$ cat config.mk
export PLATFORM = sky130hd
export DESIGN_NAME = button_debounce
export DESIGN_NICKNAME = d
export VERILOG_FILES = /design/src/rtl/button_debounce.sv
export SDC_FILE = /design/constraint.sdc
export NUM_CORES = 1
export LEC_CHECK = 0
export BUFFER_PORTS_ARGS = -buffer_cell sky130_fd_sc_hd__buf_2
export CAP_MARGIN = 20
export CORE_UTILIZATION = 40
export CTS_CLUSTER_DIAMETER = 150
export DETAILED_ROUTE_END_ITERATION = 8
export MAX_ROUTING_LAYER = met4
export PLACE_DENSITY_LB_ADDON = 0.05
export SYNTH_ARGS = -nofsm -noshare
export SYNTH_HDL_FRONTEND = slang
export SYNTH_SLANG_ARGS = --single-unit
$ cat constraint.sdc
create_clock -name Clk -period 2.34 [get_ports Clk]
set_clock_uncertainty 0.2 [all_clocks]
set_input_delay 0.234 -clock Clk [delete_from_list [all_inputs] [get_ports Clk]]
set_output_delay 0.234 -clock Clk [all_outputs]
set_load 0.02 [all_outputs]
$ cat src/rtl/button_debounce.sv
// Active-low key synchronizer and bounce filter producing a clean active-high level.
// Define BUTTON_DEBOUNCE_BYPASS_EN to drop the filter and pass the synchronized key straight through.
module button_debounce #(
  parameter int unsigned STABLE_CYCLES = 500000,
  parameter int unsigned CNT_WIDTH     = 20
) (
  input  logic Clk,
  input  logic ResetN,
  input  logic KeyN,
  output logic Level,
  output logic Busy
);

  logic s1;
  logic s2;

  // Two-flop synchronizer; inversion makes "pressed" active-high from here on
  always_ff @(posedge Clk or negedge ResetN) begin
    if (!ResetN) begin
      s1 <= 1'b0;
      s2 <= 1'b0;
    end else begin
      s1 <= ~KeyN;
      s2 <= s1;
    end
  end

`ifdef BUTTON_DEBOUNCE_BYPASS_EN

  assign Level = s2;
  assign Busy  = 1'b0;

`else

  typedef enum logic [1:0] {
    REL    = 2'd0,
    WAIT_P = 2'd1,
    PRS    = 2'd2,
    WAIT_R = 2'd3
  } state_t;

  localparam logic [CNT_WIDTH-1:0] CNT_LAST = CNT_WIDTH'(STABLE_CYCLES - 1);

  state_t               state;
  state_t               state_nxt;
  logic [CNT_WIDTH-1:0] cnt;
  logic [CNT_WIDTH-1:0] cnt_nxt;
  logic                 level_q;
  logic                 busy_q;
  logic                 level_nxt;
  logic                 busy_nxt;

  always_ff @(posedge Clk or negedge ResetN) begin
    if (!ResetN) begin
      state   <= REL;
      cnt     <= '0;
      level_q <= 1'b0;
      busy_q  <= 1'b0;
    end else begin
      state   <= state_nxt;
      cnt     <= cnt_nxt;
      level_q <= level_nxt;
      busy_q  <= busy_nxt;
    end
  end

  // Any sample of the old value drops back to the settled state, so the run restarts
  always_comb begin
    state_nxt = state;
    cnt_nxt   = cnt;
    case (state)
      REL: begin
        if (s2) begin
          state_nxt = WAIT_P;
          cnt_nxt   = CNT_WIDTH'(1);
        end else begin
          cnt_nxt = '0;
        end
      end
      WAIT_P: begin
        if (!s2) begin
          state_nxt = REL;
          cnt_nxt   = '0;
        end else if (cnt == CNT_LAST) begin
          state_nxt = PRS;
          cnt_nxt   = '0;
        end else begin
          cnt_nxt = cnt + CNT_WIDTH'(1);
        end
      end
      PRS: begin
        if (!s2) begin
          state_nxt = WAIT_R;
          cnt_nxt   = CNT_WIDTH'(1);
        end else begin
          cnt_nxt = '0;
        end
      end
      WAIT_R: begin
        if (s2) begin
          state_nxt = PRS;
          cnt_nxt   = '0;
        end else if (cnt == CNT_LAST) begin
          state_nxt = REL;
          cnt_nxt   = '0;
        end else begin
          cnt_nxt = cnt + CNT_WIDTH'(1);
        end
      end
      default: begin
        state_nxt = REL;
        cnt_nxt   = '0;
      end
    endcase
    level_nxt = (state_nxt == PRS) || (state_nxt == WAIT_R);
    busy_nxt  = (state_nxt == WAIT_P) || (state_nxt == WAIT_R);
  end

  assign Level = level_q;
  assign Busy  = busy_q;

`endif

endmodule
==> results of run 1 <==
-- power by group through the flow --
stage          Combinational [mW]  Sequential (mW)  Clock [mW]
2_1_floorplan              0.0130            0.450           0
3_3_place_gp               0.0298            0.449           0
3_5_place_dp               0.0300            0.449           0
4_1_cts                    0.0326            0.441       0.201
5_1_grt                    0.0365            0.442       0.216
6_report                   0.0312            0.441       0.186
-- cell type report --
cell class                      instances  area share [%]
Sequential cell                        25           47.39
Inverter                                5           1.422
Multi-Input combinational cell         86           40.95
Tap cell                               31           2.938
Clock buffer                            4           1.991
Timing Repair Buffer                   10           5.308
-- logic make-up (layout without fill, tap and decap cells) --
logic type	Yosys count	in the layout	share of synthesized area, %
AOI/OAI and AO/OA	7	7	4.084
buffers and inverters	7	19	2.409
DFF	25	25	52.36
xor gates and xnor gates	16	16	11.73
adders and majority gates	1	1	1.047
muxes	1	1	0.9423
and+or+nand+nor	61	61	27.44
-- synth_stat cells, types with 2 or more instances --
master,number
a21oi_1,2
nand4_1,4
xnor2_1,14
nor4_1,6
nor2_1,24
nor3_1,3
xor2_1,2
nand2b_1,2
nand3_1,8
buf_2,2
nand2_1,4
dfrtp_1,25
inv_1,5
-- cells in the final DEF (no fill, tap or decap), types with 2 or more instances in the layout --
| master | count |
|---|---|
| dlygate4sd3_1 | 2 |
| nor3_1 | 3 |
| a21oi_1 | 2 |
| nand3_1 | 8 |
| inv_1 | 5 |
| buf_2 | 4 |
| nor4_1 | 6 |
| buf_4 | 4 |
| nand4_1 | 4 |
| nand2_1 | 4 |
| xnor2_1 | 14 |
| nor2_1 | 24 |
| nand2b_1 | 2 |
| xor2_1 | 2 |
| dfrtp_1 | 25 |
| clkbuf_4 | 3 |
-- worst max-delay path, cell delays in order, from the launching register on --
cell and delay, ps:
dfrtp_1 390, ha_1 280, nand3_1 170, or4_1 500, or3_1 320, a21oi_1 140
-- what timing repair did --
| item | 4_1_cts | 5_1_grt |
|---|---|---|
| endpoints found under the hold margin | 26 | 0 |
| endpoints found under the setup margin | 0 | 0 |
| hold buffers | 2 | 0 |
-- per-layer routing --
metal  up-vias  routed length (um)  track usage [%]
li1        435                   -                -
met4         0                  17            7.317
met1       396                1143            21.71
met3         2                  39            2.074
met2         5                 981            24.71
met5         -                   0                -
-- stage by stage --
stage	cells	hold WS, ps	power [mW]	utilization (%)
final	161	171.4	0.6584	47.46
after CTS	161	175.9	0.6748	47.46
after detailed placement	155	50.59	0.4794	45.79
after global routing	161	183.0	0.6944	47.46
after floorplan	118	-261.6	0.4628	-
after global placement	155	54.09	0.4789	45.79
-- path summary, 6_finish.rpt --
path	endpoint	cells past startpoint
worst max register to register	cnt[18]	5
worst min register to register	s2	0
max in group asynchronous	cnt[4]	2
worst max-delay path	cnt[18]	5
worst min-delay path	s2	0
min in group asynchronous	cnt[18]	2
-- state kept, by name (all words and copies together), names as in the netlist --
signal and cells:
state 1, Level 1, s1 1, Busy 1, cnt 20, s2 1
==> parameters.txt, run 1 <==
Parameter                              Value

Status
  Run status ... completed

Placed design
  Instance area after placement ... 1274 sq um
  Worst Setup Slack post-DPL ... 289.1 ps
  Dpl hpwl ... 1.579 mm
  Final Wtd Congestion ... 0.7505
  Port Buf Inserts ... 4

Clocking
  Clock tree buffer depth ... 2
  Number of setup buffers added after CTS ... 0
  TritonCTS sink count ... 25
  # resized after CTS ... 0
  CTS tree ... built
  Clock buffer count from CTS ... 3
  Number of levels the H-tree was split into ... 1
  Cell at the root of the clock tree ... clkbuf_4
  Latest clock arrival within the worst-skew pair ... 310 ps
  Clock slew seen by the registers of the worst setup and hold paths ... 130 ps

Drt
  Avg WL per Cell ... 13.55 um
  Iteration-0 DRC count of the detailed router ... 19
  Total iterations of the first detailed-routing run ... 4
  Routed wire length ... 2.181 mm
  Detail Route Antenna Nets ... 0
  Number of vias after detailed routing ... 838
  Drt drc ... 0
  Post-DR vias/cell ... 5.205

Yosys
  Fraction of post-synthesis cell area in the top cell type by area ... 52.36%
  Async set-or-reset flop fraction in the synthesized netlist ... 100.0%
  EDFF count, synth ... 0
  Average cell area after synthesis ... 10.13 sq um
  Most area-hungry cell type in the Yosys netlist ... dfrtp_1
  Nets in the synthesized netlist ... 122
  Flops & latches, synth ... 25
  Top cells by area in the synthesized netlist ... dfrtp_1, xnor2_1, nor2_1
  Post-synth design cell area ... 1195 sq um
  Gate Count Post-Synth ... 118
  Synthesis Warnings ... 0
  Number of distinct library cells after synthesis ... 30
  Most used DFF post-synth ... dfrtp_1
  Sequential cell area fraction in the yosys report ... 52.36%

Layout
  Signed area change from the synthesized netlist to the final layout ... 10.47%
  Register cell area after layout ... 625.6 sq um
  Fill cell total of the finished layout ... 285
  Finished Cell Area ... 1320 sq um
  Area taken by multi-input logic gates ... 540.5 sq um
  Net count, final ... 135
  Number of antenna cells inserted ... 0
  Fraction of final layout cells sized beyond drive strength 1 ... 13.08%

STA
  Final worst path period need ... 2068 ps
  Period utilisation layout ... 88.39%
  Slew at the pin closest to its max-slew limit ... 532.8 ps
  Max-Slew Margin vs Limit ... 64.19%
  Setup Total Neg Slack ... 0 ps
  Setup repair after global routing missed its margin ... no
  Number of failing hold endpoints at the final stage ... 0
  Number of pins with negative max-slew slack in the final report ... 0
  Final setup viols ... 0
  Final critical-path setup slack ... 271.6 ps
  Peak Freq ... 0.4835 GHz

Run
  Number of maximum-capacitance constraint violations ... 0

Setup path
  Origin of the critical flop-to-flop path ... cnt[0]
  Critical path data required time ... 2390 ps
  Type of element launching the critical path ... flip-flop
  Crit path launch ... cnt[0]
  Data arrival time of the critical path ... 2110 ps
  Flop-to-flop setup slack ... 270 ps
  Critical Path Fanout Max ... 6
  Worst Path Class, Setup ... flip-flop to flip-flop
  Kind of capture point of the worst setup path ... flip-flop

Global routing
  Total grt overflow ... 0
  Vias in the first global route ... 870
  Global-route wire length before repair ... 3.864 mm
  Total global-route track usage ... 16.23%
  Number of antenna violations at the first check in global routing ... 0
  Pin count of the biggest net entering global routing ... 26

Power and ir drop
  Pwr Density ... 498.8 nW/um^2
  Relative contribution of sequential cells to total power ... 67.0%
  Peak supply drop ... 350.9 uV
  Logic gate share of total power ... 4.7%
  Internal power contribution ... 0.5151 mW
  Net switching share of the total power ... 21.77%
  Clock power frac ... 28.3%
  Switching pwr ... 0.1434 mW
  Static leakage power ... 0.5062 nW

Die
  Core Rows ... 19
  Height of the die ... 56.66 um
  I/O pin count ... 5
  Width of the chip ... 56.66 um
  Die Footprint ... 3210 sq um
  Core ar. ... 2781 sq um
  Initial standard-cell utilization of the core ... 42.96%

Worst hold path
  Worst min-delay path startpoint ... s1
  Worst hold path class ... flip-flop to flip-flop
(Power assumes the default switching activity.)
==> run 2, diff against run 1 <==
==> constraint.sdc (replaced) <==
create_clock -name Clk -period 2.5 [get_ports Clk]
set_clock_uncertainty 0.2 [all_clocks]
set_input_delay 0.25 -clock Clk [delete_from_list [all_inputs] [get_ports Clk]]
set_output_delay 0.25 -clock Clk [all_outputs]
set_load 0.02 [all_outputs]
==> run 2 against run 1 <==
- global-route usage barely moved
- largest cell class unchanged
- register-to-register slack improved by 160 ps
- total power down 6.4%
- utilization decreased by 0.22 points
- fmax hardly changed
- non-clock buffer count shrank 1
- clock-buffer cell count fell by 1
- hold slack worse by 2.7 ps
- die area unchanged
- critical path type unchanged
- critical path depth unchanged
- highest routed layer unchanged
==> parameters.txt, run 2 (synthesized netlist as in run 1, its figures left out) <==
Parameter                              Value

Setup path
  CP cell instances ... ha_1 > nand3_1 > or4_1 > or3_1 > a21oi_1
  Crit path launch ... cnt[0]
  Critical path depth in cells ... 5 (unchanged)
  Crit path capture ... cnt[18]
  Type of element launching the critical path ... flip-flop
  Slowest-stage cell, CP ... or4_1
  Data arrival time of the critical path ... 2120 ps (about the same)
  Critical Path Fanout Max ... 6 (unchanged)
  Kind of capture point of the worst setup path ... flip-flop
  Worst Path Class, Setup ... flip-flop to flip-flop
  Reg-to-reg endpoint ... cnt[18]
  Worst R2R Path Depth ... 5 (unchanged)
  Flop-to-flop setup slack ... 430 ps (+160 ps)
  Max stage delay on crit path ... 510 ps (about the same)
  Origin of the critical flop-to-flop path ... cnt[0]
  Cell type group with the largest total delay on the critical path ... simple AND/OR/NAND/NOR gates
  Critical path data required time ... 2550 ps (+160 ps)
  Bufs and invs on worst path ... 0 (unchanged)

Placed design
  Dpl hpwl ... 1.517 mm (-3.9%)
  Port Buf Inserts ... 4 (unchanged)
  Final Wtd Congestion ... 0.7730 (+3.0%)
  Instance area after placement ... 1266 sq um (-0.59%)

Drt
  Drt drc ... 0 (unchanged)
  Routed wire length ... 2.089 mm (-4.2%)
  Avg WL per Cell ... 13.06 um (-3.6%)
  Total iterations of the first detailed-routing run ... 2 (-2)
  Post-DR vias/cell ... 5.344 (+2.7%)
  Detail Route Antenna Nets ... 0 (unchanged)
  Number of vias after detailed routing ... 855 (+2.0%)
  Iteration-0 DRC count of the detailed router ... 30 (+11)

Clocking
  CTS tree ... built
  TritonCTS sink count ... 25 (unchanged)
  Clock buffer count from CTS ... 3 (unchanged)
  Clock tree buffer depth ... 2 (unchanged)
  Number of levels the H-tree was split into ... 1 (unchanged)
  Latest clock arrival within the worst-skew pair ... 310 ps (about the same)
  Number of setup buffers added after CTS ... 0 (unchanged)
  Cell at the root of the clock tree ... clkbuf_4
  Clock slew seen by the registers of the worst setup and hold paths ... 130 ps (about the same)

STA
  Slew at the pin closest to its max-slew limit ... 537.4 ps (+4.623 ps)
  Peak Freq ... 0.4835 GHz (about the same)
  Setup Total Neg Slack ... 0 ps (unchanged)
  Number of pins with negative max-slew slack in the final report ... 0 (unchanged)
  Final setup viols ... 0 (unchanged)
  Final worst path period need ... 2068 ps (-0.05100 ps)
  Setup repair after global routing missed its margin ... no
  Number of failing hold endpoints at the final stage ... 0 (unchanged)
  Max-Slew Margin vs Limit ... 64.17% (about the same)
  Period utilisation layout ... 82.73% (-5.7 points)

Power and ir drop
  Logic gate share of total power ... 4.7% (about the same)
  Relative contribution of sequential cells to total power ... 67.0% (about the same)
  Clock power frac ... 28.3% (about the same)
  Switching pwr ... 0.1370 mW (-4.4%)
  Static leakage power ... 0.5047 nW (-0.28%)
  Internal power contribution ... 0.4796 mW (-6.9%)
  Peak supply drop ... 278.1 uV (-21%)
  Net switching share of the total power ... 22.22% (+0.45 points)
  Pwr Density ... 469.3 nW/um^2 (-5.9%)

Die
  I/O pin count ... 5 (unchanged)
  Die Footprint ... 3210 sq um (unchanged)
  Width of the chip ... 56.66 um (unchanged)
  Height of the die ... 56.66 um (unchanged)
  Core Rows ... 19 (unchanged)
  Initial standard-cell utilization of the core ... 42.96% (unchanged)
  Core ar. ... 2781 sq um (unchanged)

Global routing
  Vias in the first global route ... 875 (+0.57%)
  Total global-route track usage ... 16.18% (-0.049 points)
  Global-route wire length before repair ... 3.891 mm (+0.70%)
  Number of antenna violations at the first check in global routing ... 0 (unchanged)
  Pin count of the biggest net entering global routing ... 26 (unchanged)
  Total grt overflow ... 0 (unchanged)

Layout
  Most flop-heavy register ... cnt
  Highest-count cells in the layout ignoring fill and taps ... dfrtp_1, nor2_1, xnor2_1
  Number of antenna cells inserted ... 0 (unchanged)
  Finished Cell Area ... 1314 sq um (-0.47%)
  Net count, final ... 134 (-0.74%)
  Fill cell total of the finished layout ... 266 (-6.7%)
  Largest register FFs ... 20 (unchanged)
  Signed area change from the synthesized netlist to the final layout ... 9.948%
  Leading cell type in the layout, fill and taps excluded ... dfrtp_1
  Fraction of final layout cells sized beyond drive strength 1 ... 13.18% (+0.10 points)

Worst hold path
  Worst hold path class ... flip-flop to flip-flop

Status
  Run status ... completed

Run
  Number of maximum-capacitance constraint violations ... 0 (unchanged)
run 2: how the worst min path moves through the flow:
stage / from / to / cells past startpoint
3_5_place_dp: ResetN / cnt[10] / 1
4_1_cts: s1 / s2 / 0
5_1_grt: s1 / s2 / 0
3_3_place_gp: ResetN / cnt[10] / 1
6_report: s1 / s2 / 0
2_1_floorplan: ResetN / Busy / 0
run 2: per-stage QoR:
step	setup slack (ps)	instances	total power, mW	hold slack, ps	utilization [%]
2_1_floorplan	583.1	118	0.4332	-245.6	-
3_3_place_gp	485.4	154	0.4482	69.28	45.52
3_5_place_dp	462.8	154	0.4484	72.10	45.52
4_1_cts	431.9	160	0.6350	172.8	47.23
5_1_grt	272.7	160	0.6505	173.3	47.23
6_report	431.7	160	0.6166	168.7	47.23
run 2: cell type report:
cell class | count | area (sq um) | area share (%)
tap | 31 | 38.79 | 2.952
sequential | 25 | 625.6 | 47.62
clock buffer | 3 | 22.52 | 1.714
clock inverter | 1 | 5.005 | 0.3810
timing repair buffer | 9 | 62.56 | 4.762
inverter | 5 | 18.77 | 1.429
multi-input combinational | 86 | 540.5 | 41.14
run 2: layer usage:
metal / GRT usage [%] / routed length (um) / part of all wire [%] / up-vias
met5: - / 0 / 0 / -
met4: 7.666 / 13 / 0.62 / 0
met3: 2.074 / 31 / 1.5 / 2
met2: 24.37 / 917 / 44 / 3
met1: 21.66 / 1127 / 54 / 411
li1: - / - / - / 439
run 2: repair_timing:
| action | in CTS | in global routing |
|---|---|---|
| hold buffers | 2 | 0 |
| gates resized for setup | 0 | 0 |
| hold endpoints to repair | 26 | 0 |
run 2: power groups by stage:
stage                     clock network, mW  logic, mW  registers (mW)
after floorplan                           0     0.0122           0.421
after detailed placement                  0     0.0277           0.421
final                                 0.175     0.0289           0.413
after CTS                             0.192     0.0302           0.413
after global routing                  0.202     0.0340           0.414
after global placement                    0     0.0278           0.420
